==> config.mk <==
export PLATFORM = sky130hd
export DESIGN_NAME = mii_rx_assembler
export DESIGN_NICKNAME = d
export VERILOG_FILES = /design/src/rtl/mii_rx_assembler.sv
export SDC_FILE = /design/constraint.sdc
export NUM_CORES = 1
export LEC_CHECK = 0
export CAP_MARGIN = 20
export CORE_ASPECT_RATIO = 0.6
export CORE_MARGIN = 2
export CORE_UTILIZATION = 51
export CTS_BUF_LIST = sky130_fd_sc_hd__clkbuf_8 sky130_fd_sc_hd__clkbuf_16
export CTS_CLUSTER_DIAMETER = 150
export DETAILED_ROUTE_END_ITERATION = 8
export GPL_TIMING_DRIVEN = 1
export PLACE_DENSITY = 0.84
export SYNTH_ARGS = -nofsm -noshare
export SYNTH_HDL_FRONTEND = slang
export SYNTH_SLANG_ARGS = --single-unit
==> constraint.sdc <==
create_clock -name clk -period 3.9 [get_ports clk]
set_clock_uncertainty 0.15 [all_clocks]
set_input_delay 0.78 -clock clk [delete_from_list [all_inputs] [get_ports clk]]
set_output_delay 0.78 -clock clk [all_outputs]
set_load 0.02 [all_outputs]
==> src/rtl/mii_rx_assembler.sv <==
// MII receive nibble-to-byte assembler with preamble/SFD detection and one-byte holding buffer.
// Optional statistics counters are enabled with `define MII_RX_ASSEMBLER_STATS_EN.
module mii_rx_assembler #(
  parameter int MIN_PREAMBLE = 2
) (
  input  logic        clk,
  input  logic        rst_n,
  input  logic        mii_rx_ce,
  input  logic        mii_rx_dv,
  input  logic        mii_rx_er,
  input  logic [3:0]  mii_rxd,
  output logic [7:0]  data,
  output logic        valid,
  output logic        last,
  output logic        err,
  output logic [15:0] frame_count,
  output logic [15:0] error_count
);

  typedef enum logic [2:0] {DROP, IDLE, PREAMBLE, DATA_LO, DATA_HI} state_t;

  localparam logic [3:0] MIN_P = 4'(MIN_PREAMBLE);

  state_t     state, state_d;
  logic [3:0] pre_cnt, pre_cnt_d;
  logic [3:0] lo_nib, lo_nib_d;
  logic [7:0] hold, hold_d;
  logic       hold_vld, hold_vld_d;
  logic       ferr, ferr_d;
  logic       emit, emit_last, emit_err;
  logic       err_evt;

  always_ff @(posedge clk or negedge rst_n) begin
    if (!rst_n) begin
      state    <= DROP;
      pre_cnt  <= '0;
      lo_nib   <= '0;
      hold     <= '0;
      hold_vld <= 1'b0;
      ferr     <= 1'b0;
    end else begin
      state    <= state_d;
      pre_cnt  <= pre_cnt_d;
      lo_nib   <= lo_nib_d;
      hold     <= hold_d;
      hold_vld <= hold_vld_d;
      ferr     <= ferr_d;
    end
  end

  always_comb begin
    state_d    = state;
    pre_cnt_d  = pre_cnt;
    lo_nib_d   = lo_nib;
    hold_d     = hold;
    hold_vld_d = hold_vld;
    ferr_d     = ferr;
    emit       = 1'b0;
    emit_last  = 1'b0;
    emit_err   = 1'b0;
    err_evt    = 1'b0;
    if (mii_rx_ce) begin
      unique case (state)
        DROP: if (!mii_rx_dv) state_d = IDLE;
        IDLE: if (mii_rx_dv) begin
          if (mii_rxd == 4'h5 && !mii_rx_er) begin
            state_d   = PREAMBLE;
            pre_cnt_d = 4'd1;
          end else begin
            state_d = DROP;
            err_evt = 1'b1;
          end
        end
        PREAMBLE: begin
          if (!mii_rx_dv) begin
            state_d = IDLE;
            err_evt = 1'b1;
          end else if (!mii_rx_er && mii_rxd == 4'h5) begin
            if (pre_cnt != 4'hF) pre_cnt_d = pre_cnt + 4'd1;
          end else if (!mii_rx_er && mii_rxd == 4'hD && pre_cnt >= MIN_P) begin
            state_d = DATA_LO;
            ferr_d  = 1'b0;
          end else begin
            state_d = DROP;
            err_evt = 1'b1;
          end
        end
        DATA_LO, DATA_HI: begin
          if (!mii_rx_dv) begin
            state_d = IDLE;
            // An empty frame (SFD then end) has nothing to carry an err flag.
            if (hold_vld) begin
              emit       = 1'b1;
              emit_last  = 1'b1;
              emit_err   = ferr | (state == DATA_HI);
              hold_vld_d = 1'b0;
            end else begin
              err_evt = 1'b1;
            end
          end else begin
            if (mii_rx_er) ferr_d = 1'b1;
            if (state == DATA_LO) begin
              lo_nib_d = mii_rxd;
              state_d  = DATA_HI;
            end else begin
              hold_d     = {mii_rxd, lo_nib};
              hold_vld_d = 1'b1;
              emit       = hold_vld;
              state_d    = DATA_LO;
            end
          end
        end
        default: state_d = DROP;
      endcase
    end
  end

  // Output register: emits the byte currently in the holding buffer.
  always_ff @(posedge clk or negedge rst_n) begin
    if (!rst_n) begin
      valid <= 1'b0;
      data  <= '0;
      last  <= 1'b0;
      err   <= 1'b0;
    end else begin
      valid <= emit;
      if (emit) begin
        data <= hold;
        last <= emit_last;
        err  <= emit_err;
      end
    end
  end

`ifdef MII_RX_ASSEMBLER_STATS_EN
  always_ff @(posedge clk or negedge rst_n) begin
    if (!rst_n) begin
      frame_count <= '0;
      error_count <= '0;
    end else begin
      if ((emit && emit_last && emit_err) || err_evt) begin
        if (error_count != 16'hFFFF) error_count <= error_count + 16'd1;
      end
      if (emit && emit_last && !emit_err) begin
        if (frame_count != 16'hFFFF) frame_count <= frame_count + 16'd1;
      end
    end
  end
`else
  logic stats_unused;
  assign stats_unused = err_evt;
  assign frame_count  = 16'h0000;
  assign error_count  = 16'h0000;
`endif

endmodule

==> impl_metrics.tcl <==
set metrics [dict create \
    ios 52 \
    tritoncts "yes" \
    crit_fanout 11 \
    fin_crit_sh_pct 69.12 \
    cp_num_buf_inv 2 \
    grt_util_met1_pct 25.79 \
    cts_resized 0 \
    antenna_cells 0 \
    yosys.area.top_type "dfrtp_1" \
    synth_area_um2 1872 \
    slew_violations 0 \
    fin_crit_ns 2.696 \
    wl_per_cell_um 14.88 \
    synth_compound_gate_area_share_pct 9.960 \
    post_cts_buffers 0 \
    arrival_ns 2.72 \
    via_count 1248 \
    min_path_type "flop to flop" \
    ctsRootBufferMaster "clkbuf_8" \
    synth_flop_cell "dfrtp_1" \
    post-route-util_pct 61.43 \
    rsz0062_at_grt "no" \
    clk_pin_slew_worst_paths_ns 0.07 \
    die_h_um 50.93 \
    use_met3_pct 6.890 \
    grt_pass1_wl_mm 5.540 \
    ys_warn_count 0 \
    relSlewSlack_pct 57.41 \
    first_iter_violations 128 \
    cts.sink_count 32 \
    path_class "primary input to flop" \
    startpoint_type "primary input" \
    power.density_nw_per_um2 379.6 \
    fin_nets 201 \
    core-area_um2 3383 \
    dp_hpwl_mm 2.559 \
    grt_max_degree 33 \
    grt-ovfl-total 0 \
    setup_violations 0 \
    placedCellCount 228 \
    status "finished, final reports clean" \
    crit_path_end_kind "flop" \
    tightest_slew_ns 0.6388 \
    synth-async-reset-ratio_pct 100.0 \
    synth_xor_area_share_pct 0.4679 \
    slowest_stage "clkdlybuf4s50_1" \
    instances_no_fill 236 \
    grt_busiest_layer "met2" \
    synthCells 171 \
    drc 0 \
    rows 16 \
    netlist.area_leader.share_pct 42.78 \
    hold_buffers 0 \
    syn_area_per_cell_um2 10.95 \
    die_x_um 82.21 \
    hold_viol_final 0 \
    start_util_pct 55.33 \
    wl_mm 3.511 \
    antenna_found_initial 0 \
    cap_violations 0 \
    avgViaCountPerCell 5.288 \
    synth_cell_types 46 \
    leakagePower_nw 0.9688 \
    area_delta_synth_final_pct 11.03 \
    grt.total_usage_pct 18.25 \
    io_buffers 19 \
    htree_num_levels 2 \
    drive_gt1_share_pct 20.94 \
    cp.required_ns 3.92 \
    ir_drop_mv 0.2510 \
    slowest_delay_ns 0.58 \
    use_met2_pct 26.48 \
    synth_fa_ha_area_share_pct 1.337 \
    synth.ff_latch_count 32 \
    final_cell_mix "32 x conb_1, 32 x dfrtp_1, 24 x mux2_2" \
    ant_nets 0 \
    drt_first_pass_iters 4 \
    gp_congestion 0.8841 \
    max_freq_mhz 371.0 \
    seq_area_frac_synth_pct 42.78 \
    cp_top_family "buffers and inverters" \
    synth_top_family_by_area "buffers and inverters" \
    cts_max_path_buffers 2 \
    synthSimpleGateAreaFrac_pct 14.37 \
    numCtsBuffers 5 \
    synth_mux_area_share_pct 14.97 \
    synth_edf_count 0 \
    clk_latency_ns 0.29 \
    synth.area.top_cells "dfrtp_1 43%, mux2_2 14%, buf_4 13%, ha_1 1.3%, nand4_1 1.3%" \
    finalSetupTns_ns 0 \
    grt_pass1_vias 1103 \
    crit_chain "clkdlybuf4s50_1 -> inv_1 -> nand4_1 -> a21oi_2 -> mux2_2" \
    dieArea_um2 4187 \
]
## layout make-up
cell class,count,area (um^2)
clock buffers,5,68.82
well taps,45,56.30
inverters,6,22.52
multi-input cells,125,889.6
clock inverters,3,42.54
repair buffers,20,197.7
flip-flops and latches,32,800.8
fillers,283,1305
## logic make-up after synthesis
| kind of cell | after synthesis |
|---|---|
| buffers and inverters | 45 |
| AND/OR/NAND/NOR | 38 |
| flip-flops | 32 |
| AO/OA/AOI/OAI | 27 |
| multiplexers | 25 |
| adder cells (fa/ha/maj) | 2 |
| other | 1 |
| XOR/XNOR | 1 |
## power by group
group | switching, mW | total [mW] | leakage [nW] | internal [mW]
clock network | 0.127 | 0.316 | 0.0541 | 0.189
registers | 0.0227 | 0.372 | 0.435 | 0.349
logic | 0.0642 | 0.101 | 0.480 | 0.0371
## final timing paths
check,endpoint,slack (ns),cells past startpoint,startpoint
worst max-delay path,data[0]$_DFFE_PN0P_,1.20,5,mii_rx_dv
worst min-delay path,data[4]$_DFFE_PN0P_,0.36,1,hold[4]$_DFFE_PN0P_
worst max register to register,data[0]$_DFFE_PN0P_,1.54,4,state[2]$_DFFE_PN0P_
worst min register to register,data[4]$_DFFE_PN0P_,0.36,1,hold[4]$_DFFE_PN0P_
max in group asynchronous,pre_cnt[2]$_DFFE_PN0P_,2.56,2,rst_n
min in group asynchronous,hold_vld$_DFFE_PN0P_,0.73,2,rst_n
## state kept, by name, indices dropped and copies added, names as in the netlist
name,flops
lo_nib,4
last,1
ferr,1
hold_vld,1
err,1
valid,1
hold,8
state,3
pre_cnt,4
data,8
## metrics by stage
stage                     hold slack [ns]  setup WS, ns  power, mW  instance area [um^2]
after global placement             0.3340        0.9945     0.4726                  1967
after floorplan                    0.3250         1.773     0.4707                  1988
final                              0.3582         1.204     0.7890                  2078
after CTS                          0.3610         1.209     0.7966                  2078
after detailed placement           0.3439        0.9025     0.4765                  1967
after global routing               0.3740         1.111     0.8292                  2078
## per-layer routing
layer / up-vias / wire (um)
met5: - / 0
met4: 0 / 34
met3: 5 / 226
met2: 53 / 1604
met1: 603 / 1645
li1: 587 / -
## synth_stat cells (3+ instances only)
| cell | count |
|---|---|
| a21oi_1 | 4 |
| a31oi_1 | 3 |
| buf_2 | 4 |
| buf_4 | 33 |
| dfrtp_1 | 32 |
| inv_1 | 6 |
| mux2_2 | 24 |
| nand2_1 | 6 |
| nand2b_1 | 3 |
| nand4_1 | 4 |
| nor2_1 | 3 |
| nor2b_1 | 3 |
| o21ai_0 | 5 |
Power figures use the tool's default switching activity.
